File: config.mk
export PLATFORM = sky130hd
export DESIGN_NAME = lcd_rx_monitor
export DESIGN_NICKNAME = d
export VERILOG_FILES = /design/src/rtl/lcd_rx_monitor.sv
export SDC_FILE = /design/constraint.sdc
export NUM_CORES = 1
export LEC_CHECK = 0
export BUFFER_PORTS_ARGS = -buffer_cell sky130_fd_sc_hd__buf_2
export CORE_MARGIN = 1
export CORE_UTILIZATION = 56
export DETAILED_ROUTE_END_ITERATION = 6
export PLACE_DENSITY = 0.79
export SLEW_MARGIN = 20
export SYNTH_ARGS = -nofsm -noshare
export SYNTH_HDL_FRONTEND = slang
export SYNTH_SLANG_ARGS = --single-unit
File: constraint.sdc
create_clock -name clk -period 2.3 [get_ports clk]
set_input_delay 0.46 -clock clk [delete_from_list [all_inputs] [get_ports clk]]
set_output_delay 0.46 -clock clk [all_outputs]
set_load 0.02 [all_outputs]
File: src/rtl/lcd_rx_monitor.sv
// -----------------------------------------------------------------------------
// lcd_rx_monitor
//
// Receive-side monitor for the 8-bit serial-RGB LCD interface. Samples the
// LCD pins in the pixel-clock domain, rebuilds {R,G,B} pixels with x/y
// coordinates, measures line/frame geometry against H_ACTIVE/V_ACTIVE and
// raises sticky error flags.
//
// Ports
//   clk, resetn            pixel clock, asynchronous active-low reset
//   lcd_dat[7:0]           serial colour byte, order R, G, B
//   lcd_hsync, lcd_vsync   line / frame sync, active low
//   lcd_den                data enable, active high
//   err_clr                synchronous clear of err_line / err_frame
//   pix_valid              one-cycle strobe qualifying pix_rgb/pix_x/pix_y
//   pix_rgb[23:0]          reassembled {R,G,B}
//   pix_x, pix_y[9:0]      0-based coordinates, saturating at 1023
//   pix_sof                high with pix_valid for pixel (0,0)
//   frame_done             one-cycle pulse when a frame closes
//   meas_h, meas_v[9:0]    pixels in last good line / lines in last frame
//   frame_cnt[15:0]        closed-frame counter, wraps
//   err_line, err_frame    sticky error flags
//   locked                 two consecutive error-free frames seen
// -----------------------------------------------------------------------------
module lcd_rx_monitor #(
    parameter int H_ACTIVE = 320,
    parameter int V_ACTIVE = 240
) (
    input  logic        clk,
    input  logic        resetn,
    input  logic [7:0]  lcd_dat,
    input  logic        lcd_hsync,
    input  logic        lcd_vsync,
    input  logic        lcd_den,
    input  logic        err_clr,
    output logic        pix_valid,
    output logic [23:0] pix_rgb,
    output logic [9:0]  pix_x,
    output logic [9:0]  pix_y,
    output logic        pix_sof,
    output logic        frame_done,
    output logic [9:0]  meas_h,
    output logic [9:0]  meas_v,
    output logic [15:0] frame_cnt,
    output logic        err_line,
    output logic        err_frame,
    output logic        locked
);

    localparam logic [9:0] H_EXP     = 10'(H_ACTIVE);
    localparam logic [9:0] V_EXP     = 10'(V_ACTIVE);
    localparam logic [9:0] COORD_MAX = 10'd1023;

    typedef enum logic [1:0] {IDLE, BLANK, ACTIVE} state_e;

    typedef struct packed {
        logic [7:0] dat;
        logic       hsync;
        logic       vsync;
        logic       den;
    } lcd_smp_t;

    // ------------------------------------------------------------------
    // Input stage: one register on the pins, a second delayed copy for
    // edge detection. Edge flags are registered so that they line up with
    // the byte held in smp2_q.
    // ------------------------------------------------------------------
    lcd_smp_t smp1_q, smp2_q;
    logic     den_rise_q, den_fall_q, hs_fall_q, vs_fall_q;

    // NOTE: every register below is assigned with <= so all flops sample
    // the pre-edge values; blocking assignments here would chain stages.
    always_ff @(posedge clk or negedge resetn) begin
        if (!resetn) begin
            smp1_q     <= '0;
            smp2_q     <= '0;
            den_rise_q <= 1'b0;
            den_fall_q <= 1'b0;
            hs_fall_q  <= 1'b0;
            vs_fall_q  <= 1'b0;
        end else begin
            smp1_q     <= {lcd_dat, lcd_hsync, lcd_vsync, lcd_den};
            smp2_q     <= smp1_q;
            den_rise_q <=  smp1_q.den   & ~smp2_q.den;
            den_fall_q <= ~smp1_q.den   &  smp2_q.den;
            hs_fall_q  <= ~smp1_q.hsync &  smp2_q.hsync;
            vs_fall_q  <= ~smp1_q.vsync &  smp2_q.vsync;
        end
    end

    // ------------------------------------------------------------------
    // Core state
    // ------------------------------------------------------------------
    state_e      state_q;
    logic [1:0]  phase_q;
    logic [7:0]  r_q, g_q;
    logic [9:0]  x_q, y_q;
    logic        x_ovf_q, y_ovf_q;      // an increment was attempted at 1023
    logic [9:0]  line_len_q;            // pixel count of the last good line
    logic        prev_good_q;           // previous closed frame was clean
    logic        frame_err_q;           // an error event hit the current frame

    logic        pix_valid_q, pix_sof_q, frame_done_q;
    logic [23:0] pix_rgb_q;
    logic [9:0]  pix_x_q, pix_y_q, meas_h_q, meas_v_q;
    logic [15:0] frame_cnt_q;
    logic        err_line_q, err_frame_q, locked_q;

    // Event decode for the current cycle.
    logic close, line_end, abort, line_bad, hs_err;
    logic line_err_ev, frame_err_ev, err_ev, byte_en;

    assign close        = (state_q != IDLE) && vs_fall_q;
    assign abort        = close && (state_q == ACTIVE);
    assign line_end     = !close && (state_q == ACTIVE) && den_fall_q;
    assign line_bad     = line_end && ((phase_q != 2'd0) || (x_q != H_EXP) || x_ovf_q);
    assign hs_err       = (state_q != IDLE) && hs_fall_q && smp2_q.den;
    assign line_err_ev  = line_bad || hs_err || abort;
    assign frame_err_ev = close && ((y_q != V_EXP) || y_ovf_q);
    assign err_ev       = line_err_ev || frame_err_ev;
    // The den-rise cycle already carries the R byte in smp2_q.
    assign byte_en      = !close && (((state_q == BLANK) && den_rise_q) ||
                                     ((state_q == ACTIVE) && smp2_q.den));

    always_ff @(posedge clk or negedge resetn) begin
        if (!resetn) begin
            state_q      <= IDLE;
            phase_q      <= 2'd0;
            r_q          <= '0;
            g_q          <= '0;
            x_q          <= '0;
            y_q          <= '0;
            x_ovf_q      <= 1'b0;
            y_ovf_q      <= 1'b0;
            line_len_q   <= '0;
            prev_good_q  <= 1'b0;
            frame_err_q  <= 1'b0;
            pix_valid_q  <= 1'b0;
            pix_sof_q    <= 1'b0;
            frame_done_q <= 1'b0;
            pix_rgb_q    <= '0;
            pix_x_q      <= '0;
            pix_y_q      <= '0;
            meas_h_q     <= '0;
            meas_v_q     <= '0;
            frame_cnt_q  <= '0;
            err_line_q   <= 1'b0;
            err_frame_q  <= 1'b0;
            locked_q     <= 1'b0;
        end else begin
            pix_valid_q  <= 1'b0;
            pix_sof_q    <= 1'b0;
            frame_done_q <= 1'b0;

            if (state_q == IDLE) begin
                // The frame in flight at reset is never measured.
                if (vs_fall_q) begin
                    state_q <= BLANK;
                    phase_q <= 2'd0;
                    x_q     <= '0;
                    y_q     <= '0;
                    x_ovf_q <= 1'b0;
                    y_ovf_q <= 1'b0;
                end
            end else if (close) begin
                // An aborted line never reached line_end, so y_q excludes it.
                state_q      <= BLANK;
                frame_done_q <= 1'b1;
                meas_v_q     <= y_q;
                meas_h_q     <= line_len_q;
                frame_cnt_q  <= frame_cnt_q + 16'd1;
                phase_q      <= 2'd0;
                x_q          <= '0;
                y_q          <= '0;
                x_ovf_q      <= 1'b0;
                y_ovf_q      <= 1'b0;
            end else begin
                if (line_end) begin
                    state_q <= BLANK;
                    phase_q <= 2'd0;
                    x_q     <= '0;
                    x_ovf_q <= 1'b0;
                    if (!line_bad) line_len_q <= x_q;
                    if (y_q == COORD_MAX) y_ovf_q <= 1'b1;
                    else                  y_q     <= y_q + 10'd1;
                end else if ((state_q == BLANK) && den_rise_q) begin
                    state_q <= ACTIVE;
                end

                if (byte_en) begin
                    unique case (phase_q)
                        2'd0: begin
                            r_q     <= smp2_q.dat;
                            phase_q <= 2'd1;
                        end
                        2'd1: begin
                            g_q     <= smp2_q.dat;
                            phase_q <= 2'd2;
                        end
                        default: begin
                            pix_valid_q <= 1'b1;
                            pix_rgb_q   <= {r_q, g_q, smp2_q.dat};
                            pix_x_q     <= x_q;
                            pix_y_q     <= y_q;
                            pix_sof_q   <= (x_q == '0) && (y_q == '0);
                            phase_q     <= 2'd0;
                            if (x_q == COORD_MAX) x_ovf_q <= 1'b1;
                            else                  x_q     <= x_q + 10'd1;
                        end
                    endcase
                end
            end

            // Sticky flags: a new error event beats a simultaneous clear.
            if (line_err_ev)  err_line_q  <= 1'b1;
            else if (err_clr) err_line_q  <= 1'b0;
            if (frame_err_ev) err_frame_q <= 1'b1;
            else if (err_clr) err_frame_q <= 1'b0;

            frame_err_q <= close ? 1'b0 : (frame_err_q | err_ev);

            if (err_ev) begin
                locked_q    <= 1'b0;
                prev_good_q <= 1'b0;
            end else if (close && !frame_err_q) begin
                if (prev_good_q) locked_q <= 1'b1;
                prev_good_q <= 1'b1;
            end
        end
    end

    assign pix_valid  = pix_valid_q;
    assign pix_rgb    = pix_rgb_q;
    assign pix_x      = pix_x_q;
    assign pix_y      = pix_y_q;
    assign pix_sof    = pix_sof_q;
    assign frame_done = frame_done_q;
    assign meas_h     = meas_h_q;
    assign meas_v     = meas_v_q;
    assign frame_cnt  = frame_cnt_q;
    assign err_line   = err_line_q;
    assign err_frame  = err_frame_q;
    assign locked     = locked_q;

endmodule

==> run summary, run 1 <==
Outcome
• **result of the run** finished clean

CTS
• **TritonCTS clock tree** done
• **clock sink total** 166
• **master cell of the clock root buffer** clkbuf_16
• **level count of the clock H-tree** 4
• **clock buffers created by TritonCTS** 17
• **clock latency on the worst-skew pair** 0.43 ns
• **clock input transition at the sequential cells of the worst setup and hold paths** 0.07 ns
• **buffer depth of the longest clock path** 2
• **number of cells upsized or downsized after cts** 0
• **Post-CTS Setup Inserts** 0

STA
• **number of hold violations in the final report** 0
• **final setup TNS** 0 ns
• **share of the clock period used by the worst path after layout** 0.8705
• **Worst Max-Slew Pin Slew** 0.5662 ns
• **highest clock frequency the design can meet** 0.4995 GHz
• **post-layout minimum cycle time** 2.002 ns
• **Max-slew headroom** 0.6197
• **final setup violation count** 0
• **worst-case clock skew** 0.007817 ns
• **setup repair after global routing missed its margin** false
• **Slew Viols, Final** 0

Global routing
• **GR Util All Layers** 0.2341
• **vias in the first global route** 4151
• **leftover overflow at the end of global routing** 0
• **number of antenna violations at the first check in global routing** 0
• **maximum number of pins on one net before global-route repair** 54
• **first-pass GRT wire length** 20.94 mm

Worst setup path
• **peak per-stage delay on the critical path** 0.48 ns
• **Critical Path End Type** register
• **Crit path top cell by count** nor4_2
• **type of origin of the critical path** register
• **worst path cell trace** nor4_2, nand3_1, nor4_2, nand2_2, mux2_4
• **top cell family by delay on the critical path** simple AND/OR/NAND/NOR gates
• **CP arrival** 2.31 ns
• **Critical Path Fanout Max** 10
• **Crit path required time** 2.61 ns
• **library cell contributing the largest single delay on the critical path** dfrtp_1
• **Worst Setup Path Type** reg -> reg
• **Critical path buffers and inverters** 0

Logic synthesis
• **top flip-flop cell by instance count after synthesis** dfrtp_1
• **syn nets** 545
• **leading cell types by total area after synthesis** dfrtp_1 63%, mux2_2 10%, nand2_1 4.3%
• **Post-synth EDFFs** 0
• **cell area after synthesis** 0.006573 mm2
• **count of state elements after synthesis** 166
• **top cells by count, synth** 166 x dfrtp_1, 75 x nand2_1, 60 x mux2_2
• **Synth async-reset ratio** 1.000
• **Post-Syn Instances** 526
• **Ys Warns** 0
• **Mean Syn Cell Area** 12.50 um2
• **share of synthesized area occupied by flip-flops and latches** 0.6320
• **cell accounting for the most synthesized area** dfrtp_1
• **fraction of post-synthesis cell area in the top cell type by area** 0.6320
• **count leader, synth** dfrtp_1
• **count of distinct cell types in the synthesized netlist** 55

Detailed routing
• **routed wl met2** 6.520 mm
• **Detailed Route WL** 13.14 mm
• **number of nets still failing antenna checks after routing** 0
• **highest metal layer with signal wires** met4
• **number of design rule violations left after detail routing** 0
• **vias post-DR** 4342
• **drt first-iter violations** 365
• **Routed met3 length** 625 um
• **via density per instance** 5.496
• **WL per Instance** 16.63 um
• **met1 wire length** 5.744 mm
• **iteration count of the initial detailed-routing pass** 4

Placed design
• **IO Port Bufs** 99
• **placer congestion estimate** 0.8269
• **half-perimeter wire length after detailed placement** 8.574 mm

Pwr
• **reported leakage power** 4.008 nW
• **Pwr per Cell Area** 972.0 mW/mm2
• **Total Power** 7.585 mW
• **Peak supply drop** 0.8712 mV

Floorplan
• **I/O pin total** 100
• **die width** 110.3 um
• **starting utilization of the core area** 0.5756
• **DIE AREA** 0.01217 mm2
• **Vert. Die Dim** 110.3 um
• **cell row count** 39
• **core area** 0.01142 mm2

Hold path
• **class of the tightest hold or removal check** in -> reg

Finish
• **nets@finish** 653
• **area grow syn2layout** 18.73%
• **number of antenna repair diodes** 0
• **share of post-route cells with drive strength above 1** 0.3385

Run
• **Max-cap violations** 0

metal layers:
metal / up-vias / track usage
met5: - / 0
met4: 0 / 0.1034
met3: 20 / 0.05585
met2: 129 / 0.3789
met1: 2181 / 0.3018
li1: 2012 / -
through the flow:
step	hold WS, ns	setup WS (ns)	utilization	area, um2	std cells
5_1_grt	0.1143	0.1252	0.6834	7804	790
3_5_place_dp	0.3347	0.3155	0.6338	7237	757
4_1_cts	0.1180	0.3087	0.6834	7804	790
6_report	0.1343	0.2979	0.6834	7804	790
3_3_place_gp	0.3323	0.3857	0.6338	7237	757
2_1_floorplan	0.1644	0.6425	-	6573	526
power breakdown:
| group | internal, mW | switching, mW |
|---|---|---|
| clock | 1.44 | 1.21 |
| sequential | 3.35 | 0.322 |
| combinational | 0.540 | 0.718 |
| total | 5.33 | 2.25 |
state kept, by name, summed over array words and instances (netlist names), 2 cells and up:
register	count
x_q	10
meas_v	10
g_q	8
state_q	2
line_len_q	10
smp1_q	11
pix_rgb	24
y_q	10
r_q	8
pix_y	10
frame_cnt	16
phase_q	2
pix_x	10
meas_h	10
smp2_q	11
cell type report:
class / count / area [um2]
repair buffers: 112 / 626.9
flip-flops and latches: 166 / 4154
clock inverters: 13 / 113.9
clock buffers: 19 / 442.9
fillers: 822 / 3615
well taps: 143 / 178.9
inverters: 11 / 41.29
multi-input cells: 326 / 2246
worst paths after layout:
path	startpoint	to	slack [ns]	depth (start not counted)
min	lcd_dat[2]	smp1_q[5]	0.13	1
max in group asynchronous	resetn	x_ovf_q	1.05	3
min in group asynchronous	resetn	frame_cnt[7]	0.52	2
max	x_q[2]	line_len_q[0]	0.30	5
min reg2reg	smp1_q[3]	smp2_q[3]	0.35	0
max reg2reg	x_q[2]	line_len_q[0]	0.30	5
worst reg2reg max path, delay by kind of cell (launching register included):
kind	cells	cell delay (ns)
and+or+nand+nor	4	1.07
muxes	1	0.34
DFF	1	0.48
placed cells by master (no fill, tap or decap), types with 3 or more instances in the layout:
| cell type | n |
|---|---|
| dfrtp_1 | 166 |
| buf_2 | 98 |
| nand2_1 | 75 |
| mux2_2 | 60 |
| nor2_1 | 27 |
| xnor2_1 | 18 |
| nand3_1 | 17 |
| clkbuf_16 | 17 |
| nor3_1 | 14 |
| a21oi_1 | 12 |
| inv_1 | 11 |
| nand4_1 | 10 |
| o21ai_0 | 10 |
| buf_4 | 10 |
| nor2b_1 | 8 |
| inv_6 | 6 |
| nand2b_1 | 5 |
| nor4_1 | 5 |
| xor2_1 | 5 |
| ha_1 | 5 |
| a31oi_1 | 4 |
| and2_1 | 4 |
| clkinv_4 | 4 |
| mux2i_1 | 3 |
what timing repair did:
action | 4_1_cts | 5_1_grt
hold buffers | 1 | 0
endpoints found under the hold margin | 37 | 0
endpoints found under the setup margin | 0 | 0
kinds of logic after synthesis:
group	after synthesis	share of synthesized area
mux	65	0.1119
flops	166	0.6320
simple gates	190	0.1483
xor+xnor	23	0.03065
buf+inv	34	0.02684
compound gates	43	0.04074
fa+ha+maj	5	0.009518
No activity file was read; power rests on OpenSTA's default activity.
==> inputs of run 2 (changes only) <==
--- a/config.mk
+++ b/config.mk
@@ -5,11 +5,12 @@
 export SDC_FILE = /design/constraint.sdc
 export NUM_CORES = 1
 export LEC_CHECK = 0
+export ABC_AREA = 1
 export BUFFER_PORTS_ARGS = -buffer_cell sky130_fd_sc_hd__buf_2
 export CORE_MARGIN = 1
-export CORE_UTILIZATION = 56
+export CORE_UTILIZATION = 24
 export DETAILED_ROUTE_END_ITERATION = 6
-export PLACE_DENSITY = 0.79
+export PLACE_DENSITY_LB_ADDON = 0.08
 export SLEW_MARGIN = 20
 export SYNTH_ARGS = -nofsm -noshare
 export SYNTH_HDL_FRONTEND = slang
==> run summary, run 2 <==
Run
• **Max-cap violations** 0

Global routing
• **first-pass GRT wire length** 29.04 mm
• **number of antenna violations at the first check in global routing** 0
• **leftover overflow at the end of global routing** 0
• **GR Util All Layers** 0.1326
• **maximum number of pins on one net before global-route repair** 46
• **vias in the first global route** 5070

CTS
• **number of cells upsized or downsized after cts** 0
• **clock sink total** 166
• **buffer depth of the longest clock path** 2
• **clock input transition at the sequential cells of the worst setup and hold paths** 0.08 ns
• **master cell of the clock root buffer** clkbuf_16
• **level count of the clock H-tree** 4
• **Post-CTS Setup Inserts** 0
• **TritonCTS clock tree** done
• **clock buffers created by TritonCTS** 17
• **clock latency on the worst-skew pair** 0.43 ns

Logic synthesis
• **leading cell types by total area after synthesis** dfrtp_1 62%, nand2_1 13%, inv_1 4.3%
• **Mean Syn Cell Area** 9.212 um2
• **syn nets** 747
• **Ys Warns** 0
• **count leader, synth** nand2_1
• **share of synthesized area occupied by flip-flops and latches** 0.6194
• **Post-synth EDFFs** 0
• **Post-Syn Instances** 728
• **cell area after synthesis** 0.006706 mm2
• **Synth async-reset ratio** 1.000
• **fraction of post-synthesis cell area in the top cell type by area** 0.6194
• **top cells by count, synth** 235 x nand2_1, 166 x dfrtp_1, 77 x inv_1
• **count of distinct cell types in the synthesized netlist** 32
• **count of state elements after synthesis** 166
• **top flip-flop cell by instance count after synthesis** dfrtp_1
• **cell accounting for the most synthesized area** dfrtp_1

Floorplan
• **cell row count** 60
• **I/O pin total** 100
• **Vert. Die Dim** 169.2 um
• **core area** 0.02718 mm2
• **die width** 169.2 um
• **DIE AREA** 0.02862 mm2
• **starting utilization of the core area** 0.2468

Worst setup path
• **Critical R2R Launch** x_q[0]
• **CP arrival** 2.33 ns
• **Crit path required time** 2.59 ns
• **Critical Path Fanout Max** 12
• **Worst Setup Path Type** reg -> reg
• **internal reg-to-reg setup slack** 0.26 ns
• **Setup crit start** x_q[0]
• **worst r2r dst** line_len_q[1]
• **type of origin of the critical path** register
• **Critical Path End Type** register
• **r2r worst-path depth** 9

Placed design
• **placer congestion estimate** 0.7638
• **IO Port Bufs** 99
• **half-perimeter wire length after detailed placement** 12.89 mm
• **pre-CTS worst setup slack** 0.2634 ns

Finish
• **most common cell after layout, fill and taps aside** nand2_1
• **area grow syn2layout** 24.66%
• **commonest cells after routing, fill and taps aside** 235 x nand2_1, 166 x dfrtp_1, 98 x buf_2
• **number of flip-flops under the largest register name** 24
• **nets@finish** 865
• **number of antenna repair diodes** 0
• **share of post-route cells with drive strength above 1** 0.2026

STA
• **Slew Viols, Final** 0
• **share of the clock period used by the worst path after layout** 0.8867
• **Setup WS post-layout** 0.2606 ns
• **worst-case clock skew** 0.009140 ns
• **hold slack** 0.1250 ns
• **post-layout minimum cycle time** 2.039 ns
• **Max-slew headroom** 0.6319
• **highest clock frequency the design can meet** 0.4903 GHz
• **final setup violation count** 0
• **setup repair after global routing missed its margin** false
• **number of hold violations in the final report** 0
• **Worst Max-Slew Pin Slew** 0.5501 ns
• **final setup TNS** 0 ns

Pwr
• **reported leakage power** 4.328 nW
• **Peak supply drop** 0.5059 mV
• **fraction of power consumed by combinational cells** 0.186
• **Pwr per Cell Area** 962.7 mW/mm2
• **switching part of the total** 0.3379
• **part of the power in the clock network** 0.353
• **Reg power frac** 0.461
• **Cell Int Power** 5.329 mW
• **reported net switching power** 2.720 mW

Hold path
• **hold-critical path depth** 1
• **class of the tightest hold or removal check** in -> reg
• **worst hold endpoint** smp1_q[4]
• **Hold Startpoint** lcd_dat[1]

Detailed routing
• **via density per instance** 4.097
• **iteration count of the initial detailed-routing pass** 4
• **number of nets still failing antenna checks after routing** 0
• **drt first-iter violations** 252
• **vias post-DR** 5044
• **number of design rule violations left after detail routing** 0
• **Detailed Route WL** 17.91 mm
• **WL per Instance** 14.55 um

Outcome
• **result of the run** finished clean

## run 2: per-stage QoR
stage               cell area (um2)    util  cells  power [mW]
global route                   8361  0.3076   1231       8.512
detailed placement             7764  0.2857   1198       5.287
floorplan                      6706       -    728       4.624
global placement               7764  0.2857   1198       5.284
finish                         8361  0.3076   1231       8.049
CTS                            8361  0.3076   1231       8.192
## run 2: cell families after synthesis
family          count (synthesis)  share of synthesized area
xor+xnor                       16                    0.02089
compound gates                 87                    0.06772
fa+ha+maj                       5                   0.009328
buf+inv                       102                    0.06008
simple gates                  352                     0.2226
flops                         166                     0.6194
## run 2: area by class of cell
cell class,instances,area [um2]
Timing Repair Buffer,119,691.9
Fill cell,2966,18820
Clock inverter,15,161.4
Inverter,82,307.8
Multi-Input combinational cell,460,2155
Clock buffer,17,425.4
Tap cell,372,465.4
Sequential cell,166,4154
## run 2: layer usage
layer	wire (um)	share of wire	vias to the layer above	track usage
met3	671	0.037	13	0.02775
li1	-	-	2544	-
met2	8140	0.45	104	0.2084
met5	0	0	-	0
met4	160	0.0089	0	0.03760
met1	8938	0.50	2383	0.1838
## run 2: what timing repair did
action / 4_1_cts / 5_1_grt
endpoints found under the setup margin: 0 / 0
hold endpoints to repair: 31 / 0
hold buffers: 1 / 0
## run 2: worst max-delay path, stage by stage, from the launching register on
cell,delay [ns]
dfrtp_1,0.42
inv_1,0.14
ha_1,0.17
nand4_1,0.11
nor2_1,0.23
nand2_1,0.09
nand2_1,0.13
nand3_1,0.38
nand2_1,0.16
o21ai_1,0.07
## run 2: worst max-delay path by stage
stage	slack [ns]	endpoint	cells after the start
after global routing	0.004	line_len_q[1]	9
after detailed placement	0.26	line_len_q[1]	9
after floorplan	0.71	y_q[6]	9
after global placement	0.34	line_len_q[0]	9
after CTS	0.23	line_len_q[1]	9
final	0.26	line_len_q[1]	9
## run 2: power by group through the flow
| stage | Combinational [mW] | Sequential (mW) | Clock (mW) |
|---|---|---|---|
| after floorplan | 0.635 | 3.99 | 0 |
| after global placement | 1.50 | 3.78 | 0 |
| after detailed placement | 1.52 | 3.77 | 0 |
| after CTS | 1.53 | 3.72 | 2.94 |
| after global routing | 1.68 | 3.78 | 3.05 |
| final | 1.50 | 3.71 | 2.84 |
==> inputs of run 3 (changes only) <==
--- a/config.mk
+++ b/config.mk
@@ -11,6 +11,7 @@
 export CORE_UTILIZATION = 24
 export DETAILED_ROUTE_END_ITERATION = 6
 export PLACE_DENSITY_LB_ADDON = 0.08
+export REMOVE_ABC_BUFFERS = 1
 export SLEW_MARGIN = 20
 export SYNTH_ARGS = -nofsm -noshare
 export SYNTH_HDL_FRONTEND = slang
==> run summary, run 3 (synthesis gave the netlist of run 2 again) <==
Placed design
• **half-perimeter wire length after detailed placement** 11.93 mm
• **placed cells** 1196
• **standard cell area after detailed placement** 0.007744 mm2
• **placer congestion estimate** 0.7858
• **pre-CTS worst setup slack** 0.2213 ns
• **IO Port Bufs** 99

STA
• **setup repair after global routing missed its margin** false
• **final setup violation count** 0
• **share of the clock period used by the worst path after layout** 0.8968
• **Worst Max-Slew Pin Slew** 0.5058 ns
• **hold slack** 0.1251 ns
• **Max-slew headroom** 0.6616
• **Slew Viols, Final** 0
• **number of hold violations in the final report** 0
• **final setup TNS** 0 ns
• **highest clock frequency the design can meet** 0.4848 GHz
• **Setup WS post-layout** 0.2373 ns
• **post-layout minimum cycle time** 2.063 ns
• **worst-case clock skew** 0.01313 ns

CTS
• **Post-CTS Setup Inserts** 0
• **master cell of the clock root buffer** clkbuf_16
• **clock latency on the worst-skew pair** 0.43 ns
• **clock input transition at the sequential cells of the worst setup and hold paths** 0.08 ns
• **clock sink total** 166
• **clock buffers created by TritonCTS** 17
• **TritonCTS clock tree** done
• **level count of the clock H-tree** 4
• **buffer depth of the longest clock path** 2

Detailed routing
• **vias post-DR** 5021
• **drt first-iter violations** 293
• **Detailed Route WL** 17.24 mm
• **number of nets still failing antenna checks after routing** 0
• **number of design rule violations left after detail routing** 0
• **iteration count of the initial detailed-routing pass** 4
• **via density per instance** 4.085
• **WL per Instance** 14.03 um

Worst setup path
• **Crit path top cell by count** nand2_1
• **CP arrival** 2.38 ns
• **Critical path buffers and inverters** 3
• **library cell contributing the largest single delay on the critical path** dfrtp_1
• **Crit path required time** 2.62 ns
• **Worst Setup Path Type** reg -> reg
• **worst path cell trace** inv_1, ha_1, nand4_1, nor2_1, nand2_1, nand2_1, nand3_1, buf_4, nand2_1, inv_1
• **number of gates on the worst path with buffers counted** 10
• **peak per-stage delay on the critical path** 0.42 ns
• **Critical Path Fanout Max** 8
• **Critical Path End Type** register
• **top cell family by delay on the critical path** simple AND/OR/NAND/NOR gates
• **type of origin of the critical path** register
• **r2r worst-path depth** 10

Global routing
• **met2 usage in global routing** 0.2029
• **vias in the first global route** 5176
• **number of antenna violations at the first check in global routing** 0
• **leftover overflow at the end of global routing** 0
• **most crowded layer after global routing** met2
• **met1 usage** 0.1774
• **first-pass GRT wire length** 28.80 mm
• **maximum number of pins on one net before global-route repair** 49
• **met3 Resource Use GR** 0.02775
• **GR Util All Layers** 0.1297

Floorplan
• **cell row count** 60
• **starting utilization of the core area** 0.2468
• **I/O pin total** 100
• **die width** 169.2 um
• **core area** 0.02718 mm2
• **DIE AREA** 0.02862 mm2
• **Vert. Die Dim** 169.2 um

Pwr
• **Total Power** 8.061 mW
• **Pwr per Cell Area** 964.4 mW/mm2
• **Peak supply drop** 0.3644 mV
• **reported leakage power** 4.330 nW

Finish
• **Layout Cells excl Fill** 1229
• **cell area after layout** 0.008358 mm2
• **number of flip-flops under the largest register name** 24
• **most common cell after layout, fill and taps aside** nand2_1
• **nets@finish** 863
• **area grow syn2layout** 24.63%
• **final core utilization** 0.3076
• **share of post-route cells with drive strength above 1** 0.2007
• **commonest cells after routing, fill and taps aside** 235 x nand2_1, 166 x dfrtp_1, 98 x buf_2
• **number of antenna repair diodes** 0

Outcome
• **result of the run** finished clean

Run
• **Max-cap violations** 0

Hold path
• **hold-critical path depth** 1
• **class of the tightest hold or removal check** in -> reg

-- run 3: cell types whose count changed in the layout (fill, tap and decap cells not counted), sizes merged --
cell,delta
clkinvlp,-2
buf,-2
clkinv,+1
inv,+1
-- run 3: layout make-up --
cell class                 count  area, um2
fill                        2909      18820
sequential                   166       4154
multi-input combinational    460       2162
timing repair buffer         117      664.4
tap                          372      465.4
clock buffer                  17      425.4
inverter                      82      307.8
clock inverter                15      178.9
-- run 3: metal layers --
layer | vias to the layer above | share of wire
met5 | - | 0
met4 | 0 | 0.014
met3 | 15 | 0.035
met2 | 84 | 0.45
met1 | 2386 | 0.50
li1 | 2536 | -
-- run 3: path summary, 6_finish.rpt --
| kind | slack [ns] | startpoint | to |
|---|---|---|---|
| max | 0.24 | x_q[0] | line_len_q[9] |
| min | 0.13 | lcd_dat[7] | smp1_q[10] |
| max reg2reg | 0.24 | x_q[0] | line_len_q[9] |
| min reg2reg | 0.35 | smp1_q[3] | smp2_q[3] |
| max in group asynchronous | 0.97 | resetn | g_q[3] |
| min in group asynchronous | 0.57 | resetn | pix_rgb[0] |
-- run 3: what timing repair did --
action	CTS	global route
endpoints found under the hold margin	31	0
hold buffers	1	0
resized for setup	0	0
-- run 3: report_power, final --
part	internal, mW	leakage (nW)	switching (mW)
clock network	1.48	0.297	1.42
registers	3.38	2.21	0.288
logic	0.481	1.82	1.01
